--- src/rtl/acc_cpu_pkg.sv ---
// Shared types for the accumulator CPU core: FSM states, opcodes,
// ALU selects and SKIPCOND test codes.
package acc_cpu_pkg;

  typedef enum logic [1:0] {
    S_FETCH,
    S_DECODE,
    S_MEM,
    S_HALT
  } state_e;

  typedef enum logic [3:0] {
    OP_ILL0  = 4'h0,
    OP_LOAD  = 4'h1,
    OP_STORE = 4'h2,
    OP_ADD   = 4'h3,
    OP_SUB   = 4'h4,
    OP_ILL5  = 4'h5,
    OP_ILL6  = 4'h6,
    OP_HALT  = 4'h7,
    OP_SKIP  = 4'h8,
    OP_JUMP  = 4'h9,
    OP_CLEAR = 4'hA,
    OP_INC   = 4'hB,
    OP_DEC   = 4'hC,
    OP_ADDI  = 4'hD,
    OP_SUBI  = 4'hE,
    OP_ANDI  = 4'hF
  } opcode_e;

  typedef enum logic [1:0] {
    ALU_ADD = 2'b00,
    ALU_SUB = 2'b01,
    ALU_AND = 2'b10
  } alu_op_e;

  localparam logic [1:0] SKIP_NEG   = 2'b00;
  localparam logic [1:0] SKIP_ZERO  = 2'b01;
  localparam logic [1:0] SKIP_POS   = 2'b10;
  localparam logic [1:0] SKIP_NEVER = 2'b11;

endpackage

--- src/rtl/acc_cpu_core_if.sv ---
// Single-port synchronous RAM request/acknowledge bus; the core is master.
interface acc_cpu_core_if #(
  parameter int unsigned DATA_WIDTH = 16,
  parameter int unsigned ADDR_WIDTH = 14
);
  logic                  mem_req;
  logic                  mem_we;
  logic [ADDR_WIDTH-1:0] mem_addr;
  logic [DATA_WIDTH-1:0] mem_wdata;
  logic [DATA_WIDTH-1:0] mem_rdata;
  logic                  mem_ack;

  modport master (
    output mem_req, mem_we, mem_addr, mem_wdata,
    input  mem_rdata, mem_ack
  );

  modport slave (
    input  mem_req, mem_we, mem_addr, mem_wdata,
    output mem_rdata, mem_ack
  );
endinterface

--- src/rtl/alu.sv ---
// Combinational ALU shared by all accumulator arithmetic: add, sub, and.
module alu
  import acc_cpu_pkg::*;
#(
  parameter int unsigned WIDTH = 16
) (
  input  alu_op_e            i_sel,
  input  logic [WIDTH-1:0]   i_a,
  input  logic [WIDTH-1:0]   i_b,
  output logic [WIDTH-1:0]   o_y
);

  always_comb begin
    o_y = '0;
    case (i_sel)
      ALU_ADD: o_y = i_a + i_b;
      ALU_SUB: o_y = i_a - i_b;
      ALU_AND: o_y = i_a & i_b;
      default: o_y = '0;
    endcase
  end

endmodule

--- src/rtl/acc_cpu_core.sv ---
// Multi-cycle accumulator CPU: fetch / decode / memory-execute FSM with
// PC, IR, MBR and AC, talking to one RAM over a req/ack bus.
module acc_cpu_core
  import acc_cpu_pkg::*;
#(
  parameter int unsigned DATA_WIDTH = 16,
  parameter int unsigned ADDR_WIDTH = 14,
  parameter int unsigned RESET_PC   = 'h100,
  parameter int unsigned PC_STEP    = 2
) (
  input  logic                  clk,
  input  logic                  rst_n,
  input  logic                  run,
  acc_cpu_core_if.master        mem,
  output logic                  halted,
  output logic                  illegal,
  output logic                  instr_done,
  output logic [ADDR_WIDTH-1:0] pc_o,
  output logic [DATA_WIDTH-1:0] ir_o,
  output logic [DATA_WIDTH-1:0] ac_o
);

  localparam int unsigned OPW = DATA_WIDTH - 4;
  localparam logic [ADDR_WIDTH-1:0] PC_RST = ADDR_WIDTH'(RESET_PC);
  localparam logic [ADDR_WIDTH-1:0] PC_INC = ADDR_WIDTH'(PC_STEP);

  state_e                r_state, w_state_nxt;
  logic [ADDR_WIDTH-1:0] r_pc, w_pc_nxt;
  logic [DATA_WIDTH-1:0] r_ir, w_ir_nxt;
  logic [DATA_WIDTH-1:0] r_mbr, w_mbr_nxt;
  logic [DATA_WIDTH-1:0] r_ac, w_ac_nxt;
  logic                  r_illegal, w_illegal_nxt;

  opcode_e               w_op;
  logic [OPW-1:0]        w_operand;
  logic [ADDR_WIDTH-1:0] w_op_addr;
  logic [DATA_WIDTH-1:0] w_imm;
  logic [1:0]            w_skip_sel;
  logic                  w_skip_take;
  alu_op_e               w_alu_sel;
  logic [DATA_WIDTH-1:0] w_alu_b, w_alu_y;
  logic                  w_req, w_we, w_done;
  logic [ADDR_WIDTH-1:0] w_addr;

  assign w_op       = opcode_e'(r_ir[DATA_WIDTH-1 -: 4]);
  assign w_operand  = r_ir[OPW-1:0];
  assign w_imm      = {4'b0000, w_operand};
  assign w_skip_sel = r_ir[OPW-1 -: 2];

  generate
    if (ADDR_WIDTH > OPW) begin : g_addr_ext
      assign w_op_addr = {{(ADDR_WIDTH-OPW){1'b0}}, w_operand};
    end else if (ADDR_WIDTH == OPW) begin : g_addr_eq
      assign w_op_addr = w_operand;
    end else begin : g_addr_trunc
      assign w_op_addr = w_operand[ADDR_WIDTH-1:0];
    end
  endgenerate

  always_comb begin
    w_skip_take = 1'b0;
    case (w_skip_sel)
      SKIP_NEG:   w_skip_take = r_ac[DATA_WIDTH-1];
      SKIP_ZERO:  w_skip_take = (r_ac == '0);
      SKIP_POS:   w_skip_take = !r_ac[DATA_WIDTH-1] && (r_ac != '0);
      SKIP_NEVER: w_skip_take = 1'b0;
      default:    w_skip_take = 1'b0;
    endcase
  end

  alu #(.WIDTH(DATA_WIDTH)) u_alu (
    .i_sel (w_alu_sel),
    .i_a   (r_ac),
    .i_b   (w_alu_b),
    .o_y   (w_alu_y)
  );

  always_ff @(posedge clk or negedge rst_n) begin
    if (!rst_n) begin
      r_state   <= S_FETCH;
      r_pc      <= PC_RST;
      r_ir      <= '0;
      r_mbr     <= '0;
      r_ac      <= '0;
      r_illegal <= 1'b0;
    end else begin
      r_state   <= w_state_nxt;
      r_pc      <= w_pc_nxt;
      r_ir      <= w_ir_nxt;
      r_mbr     <= w_mbr_nxt;
      r_ac      <= w_ac_nxt;
      r_illegal <= w_illegal_nxt;
    end
  end

  always_comb begin
    w_state_nxt   = r_state;
    w_pc_nxt      = r_pc;
    w_ir_nxt      = r_ir;
    w_mbr_nxt     = r_mbr;
    w_ac_nxt      = r_ac;
    w_illegal_nxt = r_illegal;
    w_req         = 1'b0;
    w_we          = 1'b0;
    w_addr        = r_pc;
    w_done        = 1'b0;
    w_alu_sel     = ALU_ADD;
    w_alu_b       = mem.mem_rdata;

    case (r_state)
      S_FETCH: begin
        if (run) begin
          w_req = 1'b1;
          if (mem.mem_ack) begin
            w_ir_nxt    = mem.mem_rdata;
            w_pc_nxt    = r_pc + PC_INC;
            w_state_nxt = S_DECODE;
          end
        end
      end

      S_DECODE: begin
        w_state_nxt = S_FETCH;
        case (w_op)
          OP_LOAD, OP_ADD, OP_SUB: w_state_nxt = S_MEM;
          // Store data is staged in MBR here; AC cannot change before the write completes.
          OP_STORE: begin
            w_mbr_nxt   = r_ac;
            w_state_nxt = S_MEM;
          end
          OP_HALT: begin
            w_state_nxt = S_HALT;
            w_done      = 1'b1;
          end
          OP_SKIP: begin
            if (w_skip_take) w_pc_nxt = r_pc + PC_INC;
            w_done = 1'b1;
          end
          OP_JUMP: begin
            w_pc_nxt = w_op_addr;
            w_done   = 1'b1;
          end
          OP_CLEAR: begin
            w_ac_nxt = '0;
            w_done   = 1'b1;
          end
          OP_INC, OP_DEC: begin
            w_alu_sel = (w_op == OP_INC) ? ALU_ADD : ALU_SUB;
            w_alu_b   = DATA_WIDTH'(1);
            w_ac_nxt  = w_alu_y;
            w_done    = 1'b1;
          end
          OP_ADDI, OP_SUBI, OP_ANDI: begin
            w_alu_sel = (w_op == OP_ADDI) ? ALU_ADD :
                        (w_op == OP_SUBI) ? ALU_SUB : ALU_AND;
            w_alu_b   = w_imm;
            w_ac_nxt  = w_alu_y;
            w_done    = 1'b1;
          end
          default: begin
            w_illegal_nxt = 1'b1;
            w_state_nxt   = S_HALT;
          end
        endcase
      end

      S_MEM: begin
        w_req     = 1'b1;
        w_we      = (w_op == OP_STORE);
        w_addr    = w_op_addr;
        w_alu_sel = (w_op == OP_SUB) ? ALU_SUB : ALU_ADD;
        if (mem.mem_ack) begin
          if (w_op != OP_STORE) w_mbr_nxt = mem.mem_rdata;
          if (w_op == OP_LOAD) w_ac_nxt = mem.mem_rdata;
          else if (w_op != OP_STORE) w_ac_nxt = w_alu_y;
          w_done      = 1'b1;
          w_state_nxt = S_FETCH;
        end
      end

      S_HALT: w_state_nxt = S_HALT;

      default: w_state_nxt = S_FETCH;
    endcase
  end

  // Gating with rst_n drops a pending request in the same cycle reset asserts.
  assign mem.mem_req   = w_req & rst_n;
  assign mem.mem_we    = w_we & rst_n;
  assign mem.mem_addr  = w_addr;
  assign mem.mem_wdata = r_mbr;

  assign halted     = (r_state == S_HALT);
  assign illegal    = r_illegal;
  assign instr_done = w_done;
  assign pc_o       = r_pc;
  assign ir_o       = r_ir;
  assign ac_o       = r_ac;

endmodule
--- src/flat_wrapper.sv ---
// flat-port wrapper written by rule: the top's interface ports become plain ports
module acc_cpu_core_flat import acc_cpu_pkg::*;
#(
  parameter int unsigned DATA_WIDTH = 16,
  parameter int unsigned ADDR_WIDTH = 14,
  parameter int unsigned RESET_PC   = 'h100,
  parameter int unsigned PC_STEP    = 2
)
  (clk, rst_n, run, halted, illegal, instr_done, pc_o, ir_o, ac_o, mem_mem_req, mem_mem_we, mem_mem_addr, mem_mem_wdata, mem_mem_rdata, mem_mem_ack);
  acc_cpu_core_if #(.DATA_WIDTH(DATA_WIDTH), .ADDR_WIDTH(ADDR_WIDTH)) mem_i ();
  input  logic clk;
  input  logic rst_n;
  input  logic run;
  output logic halted;
  output logic illegal;
  output logic instr_done;
  output logic [ADDR_WIDTH-1:0] pc_o;
  output logic [DATA_WIDTH-1:0] ir_o;
  output logic [DATA_WIDTH-1:0] ac_o;
  output wire logic [$bits(mem_i.mem_req)-1:0] mem_mem_req;
  output wire logic [$bits(mem_i.mem_we)-1:0] mem_mem_we;
  output wire logic [$bits(mem_i.mem_addr)-1:0] mem_mem_addr;
  output wire logic [$bits(mem_i.mem_wdata)-1:0] mem_mem_wdata;
  input wire logic [$bits(mem_i.mem_rdata)-1:0] mem_mem_rdata;
  input wire logic [$bits(mem_i.mem_ack)-1:0] mem_mem_ack;
  assign mem_mem_req = mem_i.mem_req;
  assign mem_mem_we = mem_i.mem_we;
  assign mem_mem_addr = mem_i.mem_addr;
  assign mem_mem_wdata = mem_i.mem_wdata;
  assign mem_i.mem_rdata = mem_mem_rdata;
  assign mem_i.mem_ack = mem_mem_ack;
  acc_cpu_core #(.DATA_WIDTH(DATA_WIDTH), .ADDR_WIDTH(ADDR_WIDTH), .RESET_PC(RESET_PC), .PC_STEP(PC_STEP)) u_core (.clk(clk), .rst_n(rst_n), .run(run), .mem(mem_i), .halted(halted), .illegal(illegal), .instr_done(instr_done), .pc_o(pc_o), .ir_o(ir_o), .ac_o(ac_o));
endmodule
--- config.mk ---
export PLATFORM = sky130hd
export DESIGN_NAME = acc_cpu_core_flat
export DESIGN_NICKNAME = d
export VERILOG_FILES = /design/src/rtl/acc_cpu_pkg.sv /design/src/rtl/acc_cpu_core_if.sv /design/src/rtl/alu.sv /design/src/rtl/acc_cpu_core.sv /design/src/flat_wrapper.sv
export SDC_FILE = /design/constraint.sdc
export NUM_CORES = 1
export LEC_CHECK = 0
export CAP_MARGIN = 20
export CORE_MARGIN = 2
export CORE_UTILIZATION = 40
export DETAILED_ROUTE_END_ITERATION = 12
export PLACE_DENSITY = 0.69
export SETUP_SLACK_MARGIN = 0.2
export SYNTH_ARGS = -nofsm -noshare
export SYNTH_HDL_FRONTEND = slang
export SYNTH_HIERARCHICAL = 1
export SYNTH_SLANG_ARGS = --single-unit
--- constraint.sdc ---
create_clock -name clk -period 4.7 [get_ports clk]
set_clock_uncertainty 0.2 [all_clocks]
set_input_delay 0.94 -clock clk [delete_from_list [all_inputs] [get_ports clk]]
set_output_delay 0.94 -clock clk [all_outputs]
set_load 0.005 [all_outputs]
# [Word level (Yosys, flattened, before mapping)]
# Cells that the tools add are included.
# Widths: inputs -> output; s select.
[totals] ff_bits=65 elab_cells=102 input_bits=20
[classes] n_eq_ne=31 add_sub_neg=3 n_mux=36 bitwise_logic=4 n_reduce_logical=22
[op_table] op="$pmux 16 s2" count=4
[op_table] op="$mux 16" count=7
[op_table] op="$mux 14" count=4
[op_table] op="$pmux 14 s2" count=2
[op_table] op="$pmux 16 s3" count=1
[op_table] op="$eq 4x4->1 const B" count=8
[op_table] op="$add 16x16->16" count=1
[op_table] op="$and 16x16->16" count=1
[op_table] op="$logic_not 16->1" count=1
[op_table] op="$reduce_bool 16->1" count=1
[op_table] op="$sub 16x16->16" count=1
[op_table] op="$add 14x2->14 const B" count=1
[op_table] op="$reduce_or 13->1" count=1
[op_table] op="$pmux 2 s2" count=3
[op_table] op="$eq 2x2->1 const B" count=5
[op_table] op="$mux 2" count=5
[op_table] op="$reduce_or 9->1" count=1
[op_table] op="$eq 4x2->1 const B" count=2
[op_table] op="$eq 4x3->1 const B" count=2
[op_table] op="$pmux 2 s4" count=1
[op_table] op="$reduce_and 4->1" count=2
[op_table] op="$reduce_or 8->1" count=1
[op_table] op="$eq 2x1->1 const B" count=3
[op_table] op="$logic_not 2->1" count=3
[op_table] op="22 further kinds" count=35

# [Depth between registers and ports, before layout]
# Gate-level depths: netlist of the first run.
[depth] word_depth=11 ltp_mapped=24 mapped_depth_nobuf=22

# [Cells and area by module]
# The synthesis of the first run kept the hierarchy.
[modules_own_cells] module="acc_cpu_core" seq_area_each_um2=1627.8 cells_per_inst=398 area_each_um2=3778.6 n_inst=1
[modules_own_cells] module="alu" seq_area_each_um2=0.0 cells_per_inst=197 area_each_um2=1310.0 n_inst=1

# [Worst setup path before layout of the first run]
# No wires, ideal clock.
[synth_timing] path_type="register to register" start="register u_core.r_state[1]" end="register u_core.r_ac[15] (netlist: u_core/ac_o[15])" period_less_slack_ns=4.569 arrival_ns=4.236 path_buffers=3 stages_incl_launch_ff=23 path_slack_ns=0.131 setup_ns=0.133 path_cell_list="dfrtp_1 inv_1 ha_1 buf_2 nand2_1 o21bai_1 clkbuf_1 a22o_1 or4_4 nand2b_4 or4_4 nand2_1 xor2_1 ha_1 clkbuf_1 nand4_1 a21oi_1 o211ai_1 o211ai_1 xnor2_1 o21ai_1 a22oi_1 o21ai_0"
[synth_between] elab_chain_len=8 elab_cells_between_ends=21
[synth_lines] item="start, declared" line="acc_cpu_core.sv:27" rtl="state_e r_state, w_state_nxt;"
[synth_lines] item="start signal, assigned" line="acc_cpu_core.sv:87" rtl="r_state <= w_state_nxt;"
[synth_lines] item="$eq 2x1->1 (*)" line="acc_cpu_core.sv:110" rtl="case (r_state)"
[synth_lines] item="$mux 16 (*)" line="acc_cpu_core.sv:110"
[synth_lines] item="via u_core.w_alu_b[4]" line="acc_cpu_core.sv:41" rtl="logic [DATA_WIDTH-1:0] w_alu_b, w_alu_y;"
[synth_lines] item="$sub 16x16->16 or $add 16x16->16 (tied branches)" line="alu.sv:17, alu.sv:16"
[synth_lines] item="$pmux 16 s3 (*)" line="alu.sv:15" rtl="case (i_sel)"
[synth_lines] item="via u_core.w_alu_y[15]" line="acc_cpu_core.sv:41"
[synth_lines] item="$mux 16" line="acc_cpu_core.sv:175" rtl="else if (w_op != OP_STORE) w_ac_nxt = w_alu_y;"
[synth_lines] item="$mux 16" line="acc_cpu_core.sv:174" rtl="if (w_op == OP_LOAD) w_ac_nxt = mem.mem_rdata;"
[synth_lines] item="$mux 16" line="acc_cpu_core.sv:172" rtl="if (mem.mem_ack) begin"
[synth_lines] item="$pmux 16 s2 (*)" line="acc_cpu_core.sv:110"
[synth_lines] item="end signal, assigned" line="acc_cpu_core.sv:91" rtl="r_ac <= w_ac_nxt;"
[synth_lines] item="end, declared" line="acc_cpu_core.sv:31" rtl="logic [DATA_WIDTH-1:0] r_ac, w_ac_nxt;"
# Mark *: on every way through the listed nets, which the timed path passes. The rest lies on a longest branch. The select of a mux whose other input is x is not followed.
# A chain may end at the register's enable or synchronous reset.

# [Final worst setup path of the first run]
# Same ends and word-level chain as after synthesis.

==> metrics.md, run 1 <==
| Metric | Value |
|---|---|
| Status | complete, no violations |
| ANT cells | 0 |
| Async S/R FF share, synth | 100% |
| Fin util | 55.8% |
| Gr ovfl total | 0 |
| Initial Utilization | 40.7% |
| Hold Buf Count CTS | 0 |
| Worst setup margin | 0.245 ns |
| Row count | 41 |
| Initial antenna violation count | 0 |
| 1st-pass router iterations | 5 |
| DRT antenna net count | 0 |
| Vias per cell | 5.91 |
| Max Fanout on Critical Path | 5 |
| Netlist cell types | 70 |
| IO Pins | 101 |
| Core area | 12500 sq um |
| PortBufs | 100 |
| Worst-Skew Late Latency | 0.34 ns |
| Largest net degree at the start of global routing | 52 |
| First DRT Iteration DRCs | 524 |
| Number of flops mapped to enable cells by yosys | 0 |
| DR DRC count | 0 |
| DR vias | 5328 |
| CP peak stage delay | 0.55 ns |
| Die Ht | 117 um |
| CP Capture Type | register |
| Worst Tran Pin Value | 1.11 ns |
| Die area | 13600 sq um |
| Post-DP HPWL | 12.8 mm |
| Post-synth top area share | 31.5% |
| Clock transition at the registers of the reported paths | 0.05 ns |
| Type of origin of the critical path | register |
| PwrDens | 685 nW/um^2 |
| Sequential fraction of the synthesis area | 32.0% |
| CTS Root Cell | clkbuf_16 |
| Synthesized instance count | 595 |
| Detailed-route wire length per cell | 19.4 um |
| Yosys top cell by area | dfrtp_1 |
| Mapped Nets | 638 |
| Chip width | 117 um |
| Most common cell in the netlist | dfrtp_1 |
| Final setup viols | 0 |
| Slew Viols, Final | 0 |
| Critical-path cell list | inv_2 > ha_4 > nand2_4 > o21bai_4 > a22o_1 > or4_4 > nand2b_4 > or4_4 > o31ai_4 > xor2_1 > ha_1 > a21oi_2 > o21bai_1 > a21oi_1 > o211ai_1 > xnor2_1 > o21ai_1 > a22oi_1 > o21ai_1 |
| Yosys Warn Count | 6 |
| P&R area growth vs syn | 37.2% |
| Final cycle utilization of the critical path | 94.8% |
| RSZ-0062 raised after global routing | true |
| Htree depth | 3 |
| Post-synth top cells | dfrtp_1 (64), nand2_1 (53), o21ai_0 (48) |
| Total track usage | 25.7% |
| # Max-Cap Violations | 0 |
| CTS sink cnt | 65 |
| Share of cells above drive strength 1 | 17.7% |
| RD Place Congestion | 0.930 |
| Minimum clock period | 4.46 ns |
| Leakage | 2.87 nW |
| Rel. slew slack | 25.6% |
| Worst vdd ir | 0.000268 V |
| Fin. Hold Viols | 0 |
| CP required | 4.71 ns |
| TritonCTS Buffers | 9 |
| WL final | 17.5 mm |
| Synth Register Bits | 65 |
| Number of global-route vias before repair | 4939 |
| Pre-CTS WS | -0.0754 ns |
| Setup TNS | 0 ns |
| Crit path kind | reg2reg |
| Critical path arrival | 4.46 ns |
| Critical-path top delay cell | or4_4 |
| Synth area leaders | dfrtp_1 (31%), ha_1 (5.4%), mux2_2 (5.1%) |
| Avg Inst Size Synth | 8.55 sq um |
| Nets | 767 |
| Global-route wire length before repair | 26.9 mm |
| Clk buf depth | 2 |
| Mapped Area | 5090 sq um |
| Min-Delay Path Class | reg2reg |
| CTS tree | built |
| Fmax | 224 MHz |
| Top FF cell, synth | dfrtp_1 |
worst paths after layout:
check / startpoint / to / slack [ns] / depth (start not counted)
min: u_core/illegal / u_core/illegal / 0.30 / 1
max reg2reg: u_core/r_state[1] / u_core/ac_o[15] / 0.24 / 19
min in group asynchronous: rst_n / u_core/pc_o[11] / 0.32 / 1
min reg2reg: u_core/illegal / u_core/illegal / 0.30 / 1
max: u_core/r_state[1] / u_core/ac_o[15] / 0.24 / 19
max in group asynchronous: rst_n / u_core/ac_o[9] / 2.98 / 2
cell type report:
cell class | instances | area [sq um]
clock buffer | 10 | 239
sequential | 65 | 1630
timing repair buffer | 153 | 1420
tap | 172 | 215
clock inverter | 6 | 41.3
fill | 1220 | 5540
multi-input combinational | 471 | 3340
inverter | 24 | 92.6
what timing repair did:
item / 4_1_cts / 5_1_grt
pin swaps: 1 / 14
setup buffers: 0 / 5
endpoints found under the setup margin: 7 / 9
cloned: 0 / 0
gates resized for setup: 8 / 29
layout by cell type, fill, tap and decap left out, types with 5 or more instances in the layout:
cell	n
buf_4	50
mux2_2	23
xor2_1	7
ha_1	19
a22oi_1	18
clkbuf_16	9
nand2b_1	7
o21a_1	5
a21oi_1	39
mux2i_1	16
nor3_1	13
inv_1	22
nand3_1	21
nor2b_1	8
a211oi_1	12
a21o_1	8
clkdlybuf4s50_1	96
a22o_1	10
o21ai_1	9
and2_1	5
o21ai_0	42
nor2_1	38
dfrtp_1	64
xnor2_1	16
o211ai_1	5
a221oi_1	5
a21oi_2	5
nand2_1	51
sequential cells by signal, summed over array words and instances (netlist names):
register,cells
u_core/illegal,1
u_core/ir_o,16
u_core/r_state,2
u_core/pc_o,14
u_core/ac_o,16
u_core/mem.mem_wdata,16
layer usage:
| metal | wire [um] | vias up | track usage, % |
|---|---|---|---|
| li1 | - | 2476 | - |
| met1 | 7520 | 2590 | 34.3 |
| met2 | 8540 | 240 | 43.4 |
| met3 | 1120 | 22 | 4.07 |
| met4 | 301 | 0 | 7.61 |
| met5 | 0 | - | 0 |
cells by family after synthesis:
group | Yosys count | synth area share [%]
compound gates | 205 | 26.9
simple gates | 180 | 18.1
flops | 65 | 32.0
buf+inv | 59 | 4.75
mux | 40 | 8.51
xor+xnor | 23 | 3.96
fa+ha+maj | 23 | 5.80
worst max-delay path, delay by kind of cell, from the launching register on:
| family | cells | cell delay (ns) |
|---|---|---|
| AOI/OAI and AO/OA | 10 | 1.56 |
| adders and majority gates | 2 | 0.45 |
| DFF | 1 | 0.40 |
| and+or+nand+nor | 4 | 1.23 |
| xor gates and xnor gates | 2 | 0.40 |
| buffers and inverters | 1 | 0.08 |
stage by stage:
stage	std cells	cell area [sq um]	hold slack [ns]	total power, mW
2_1_floorplan	595	5090	0.268	2.68
3_3_place_gp	879	6520	0.281	3.92
3_5_place_dp	879	6520	0.282	3.98
4_1_cts	895	6830	0.304	4.66
5_1_grt	901	6980	0.343	5.12
6_report	901	6980	0.303	4.78
power by group:
part | switching (mW) | internal [mW]
Sequential | 0.352 | 0.805
Combinational | 1.49 | 1.50
Clock | 0.266 | 0.372
Total | 2.10 | 2.68
No activity file was read; power rests on OpenSTA's default activity.
==> inputs of run 2 (changes only) <==
Settings changed: CAP_MARGIN 20 to not set.
==> run 2 against run 1 <==
Non-clock buffer count fell by 1. Utilization fell by 0.12 points. Die area did not move. Clock power barely moved. Clock-buffer cell count did not move. Via count fell by 0.38%. Register-to-register slack barely moved. Combinational power barely moved. Largest cell class unchanged.
==> metrics.md, run 2 (synthesized netlist as in run 1, its figures left out) <==
| Metric | Value |
|---|---|
| Status | complete, no violations (unchanged) |
| Global-route wire length before repair | 26.9 mm (unchanged) |
| WHS Endpoint | u_core/illegal (unchanged) |
| Delay-heaviest family, CP | compound AO/OA/AOI/OAI gates (unchanged) |
| First DRT Iteration DRCs | 455 (was 524) |
| Rel. slew slack | 21.6% (was 25.6%) |
| Initial Utilization | 40.7% (unchanged) |
| Core area | 12500 sq um (unchanged) |
| Final setup viols | 0 (unchanged) |
| Hold Path Depth | 1 (unchanged) |
| Post-DP HPWL | 12.8 mm (unchanged) |
| Most common cell after layout, fill and taps aside | clkdlybuf4s50_1 (unchanged) |
| Critical-path top delay cell | or4_4 (unchanged) |
| Fillers | 1222 (was 1220) |
| Fin area | 6970 sq um (was 6980 sq um) |
| Leakage | 2.86 nW (was 2.87 nW) |
| Chip width | 117 um (unchanged) |
| Psw | 2.10 mW (about the same) |
| Max Fanout on Critical Path | 5 (unchanged) |
| Worst Tran Pin Value | 1.18 ns (was 1.11 ns) |
| Logic pwr share | 62.4% (was 62.5%) |
| Die area | 13600 sq um (unchanged) |
| Type of origin of the critical path | register (unchanged) |
| IO Pins | 101 (unchanged) |
| Fin. Hold Viols | 0 (unchanged) |
| Row count | 41 (unchanged) |
| Critical-path cell list | inv_2 > ha_4 > nand2_4 > o21bai_4 > a22o_1 > or4_4 > nand2b_4 > or4_4 > o31ai_4 > xor2_1 > ha_1 > a21oi_2 > o21bai_1 > a21oi_1 > o211ai_1 > xnor2_1 > o21ai_1 > a22oi_1 > o21ai_1 (unchanged) |
| Int Pwr | 2.67 mW (was 2.68 mW) |
| CTS Root Cell | clkbuf_16 (unchanged) |
| Largest net degree at the start of global routing | 52 (unchanged) |
| CP Capture Type | register (unchanged) |
| CP required | 4.71 ns (about the same) |
| Placed insts | 879 (unchanged) |
| Share of cells above drive strength 1 | 17.6% (was 17.7%) |
| Pwr Total | 4.77 mW (was 4.78 mW) |
| TritonCTS Buffers | 9 (unchanged) |
| Gr ovfl total | 0 (unchanged) |
| Htree depth | 3 (unchanged) |
| Sw frac | 43.9% (was 44.0%) |
| Area after DPL | 6520 sq um (unchanged) |
| PwrDens | 685 nW/um^2 (about the same) |
| Total track usage | 25.7% (unchanged) |
| CTS tree | built (unchanged) |
| CP bufs+invs | 1 (unchanged) |
| Die Ht | 117 um (unchanged) |
| R2R Setup Slk | 0.26 ns (was 0.24 ns) |
| Initial antenna violation count | 0 (unchanged) |
| Detailed-route wire length per cell | 19.3 um (was 19.4 um) |
| Hold Buf Count CTS | 0 (unchanged) |
| Min-Delay Path Class | reg2reg (unchanged) |
| Critical path arrival | 4.45 ns (was 4.46 ns) |
| Clock power frac | 13.4% (was 13.3%) |
| Hold path start | u_core/illegal (unchanged) |
| Vias per cell | 5.90 (was 5.91) |
| Reg-to-reg critical path startpoint | u_core/r_state[1] (unchanged) |
| RSZ-0062 raised after global routing | true (unchanged) |
| Final cycle utilization of the critical path | 94.5% (was 94.8%) |
| Fmax | 225 MHz (was 224 MHz) |
| Sequential Power Share | 24.2% (about the same) |
| Nets | 766 (was 767) |
| ANT cells | 0 (unchanged) |
| Number of global-route vias before repair | 4939 (unchanged) |
| Slew Viols, Final | 0 (unchanged) |
| CTS sink cnt | 65 (unchanged) |
| Worst R2R End | u_core/ac_o[15] (unchanged) |
| CP peak stage delay | 0.55 ns (about the same) |
| DRT antenna net count | 0 (unchanged) |
| 1st-pass router iterations | 7 (was 5) |
| Minimum clock period | 4.44 ns (was 4.46 ns) |
| Setup TNS | 0 ns (unchanged) |
| Worst vdd ir | 0.000267 V (was 0.000268 V) |
| P&R area growth vs syn | 36.9% (was 37.2%) |
| Clock transition at the registers of the reported paths | 0.05 ns (about the same) |
| Most frequent cells in the layout | clkdlybuf4s50_1 (96), dfrtp_1 (64), nand2_1 (51) (unchanged) |
| # Max-Cap Violations | 0 (unchanged) |
| WL final | 17.4 mm (was 17.5 mm) |
| Clk buf depth | 2 (unchanged) |
| RD Place Congestion | 0.930 (unchanged) |
| DR DRC count | 0 (unchanged) |
| R2R depth | 19 (unchanged) |
| Fin cells | 900 (was 901) |
| Crit path kind | reg2reg (unchanged) |
| Worst-Skew Late Latency | 0.34 ns (about the same) |
| DR vias | 5308 (was 5328) |
| PortBufs | 100 (unchanged) |
## run 2: per-stage QoR
step | hold WS (ns) | worst slack, ns | utilization (%)
2_1_floorplan | 0.268 | 0.219 | -
3_3_place_gp | 0.281 | -0.0342 | 52.1
3_5_place_dp | 0.282 | -0.0754 | 52.1
4_1_cts | 0.304 | 0.209 | 54.6
5_1_grt | 0.343 | 0.00979 | 55.6
6_report | 0.303 | 0.258 | 55.6
## run 2: repair_timing
action	CTS	global route
resized for setup	8	29
pin swaps	1	14
setup endpoints to repair	7	9
setup buffers	0	5
## run 2: area by class of cell
type / count / area, sq um / share of cell area [%]
Clock buffer: 10 / 239 / 3.43
Tap cell: 172 / 215 / 3.09
Timing Repair Buffer: 152 / 1410 / 20.2
Multi-Input combinational cell: 471 / 3340 / 48.0
Inverter: 24 / 92.6 / 1.33
Clock inverter: 6 / 41.3 / 0.593
Sequential cell: 65 / 1630 / 23.4
## run 2: routing by layer
layer	wire length, um	track usage [%]
met2	8440	43.4
met1	7380	34.3
met5	0	0
met4	358	7.61
met3	1220	4.07
## run 2: power groups by stage
stage | clock [mW] | sequential, mW | combinational [mW]
6_report | 0.639 | 1.15 | 2.98
2_1_floorplan | 0 | 1.05 | 1.62
5_1_grt | 0.673 | 1.19 | 3.25
3_5_place_dp | 0 | 1.15 | 2.83
3_3_place_gp | 0 | 1.14 | 2.78
4_1_cts | 0.652 | 1.15 | 2.86
## run 2: worst max path at each step
stage | startpoint | endpoint | slack [ns] | cells past startpoint
2_1_floorplan | u_core/r_state[1] | u_core/ac_o[15] | 0.22 | 21
5_1_grt | u_core/r_state[1] | u_core/ac_o[15] | 0.01 | 19
4_1_cts | u_core/r_state[1] | u_core/ac_o[15] | 0.21 | 22
3_3_place_gp | mem_mem_rdata[4] | u_core/ac_o[15] | -0.03 | 16
3_5_place_dp | mem_mem_rdata[0] | u_core/ac_o[12] | -0.08 | 17
6_report | u_core/r_state[1] | u_core/ac_o[15] | 0.26 | 19
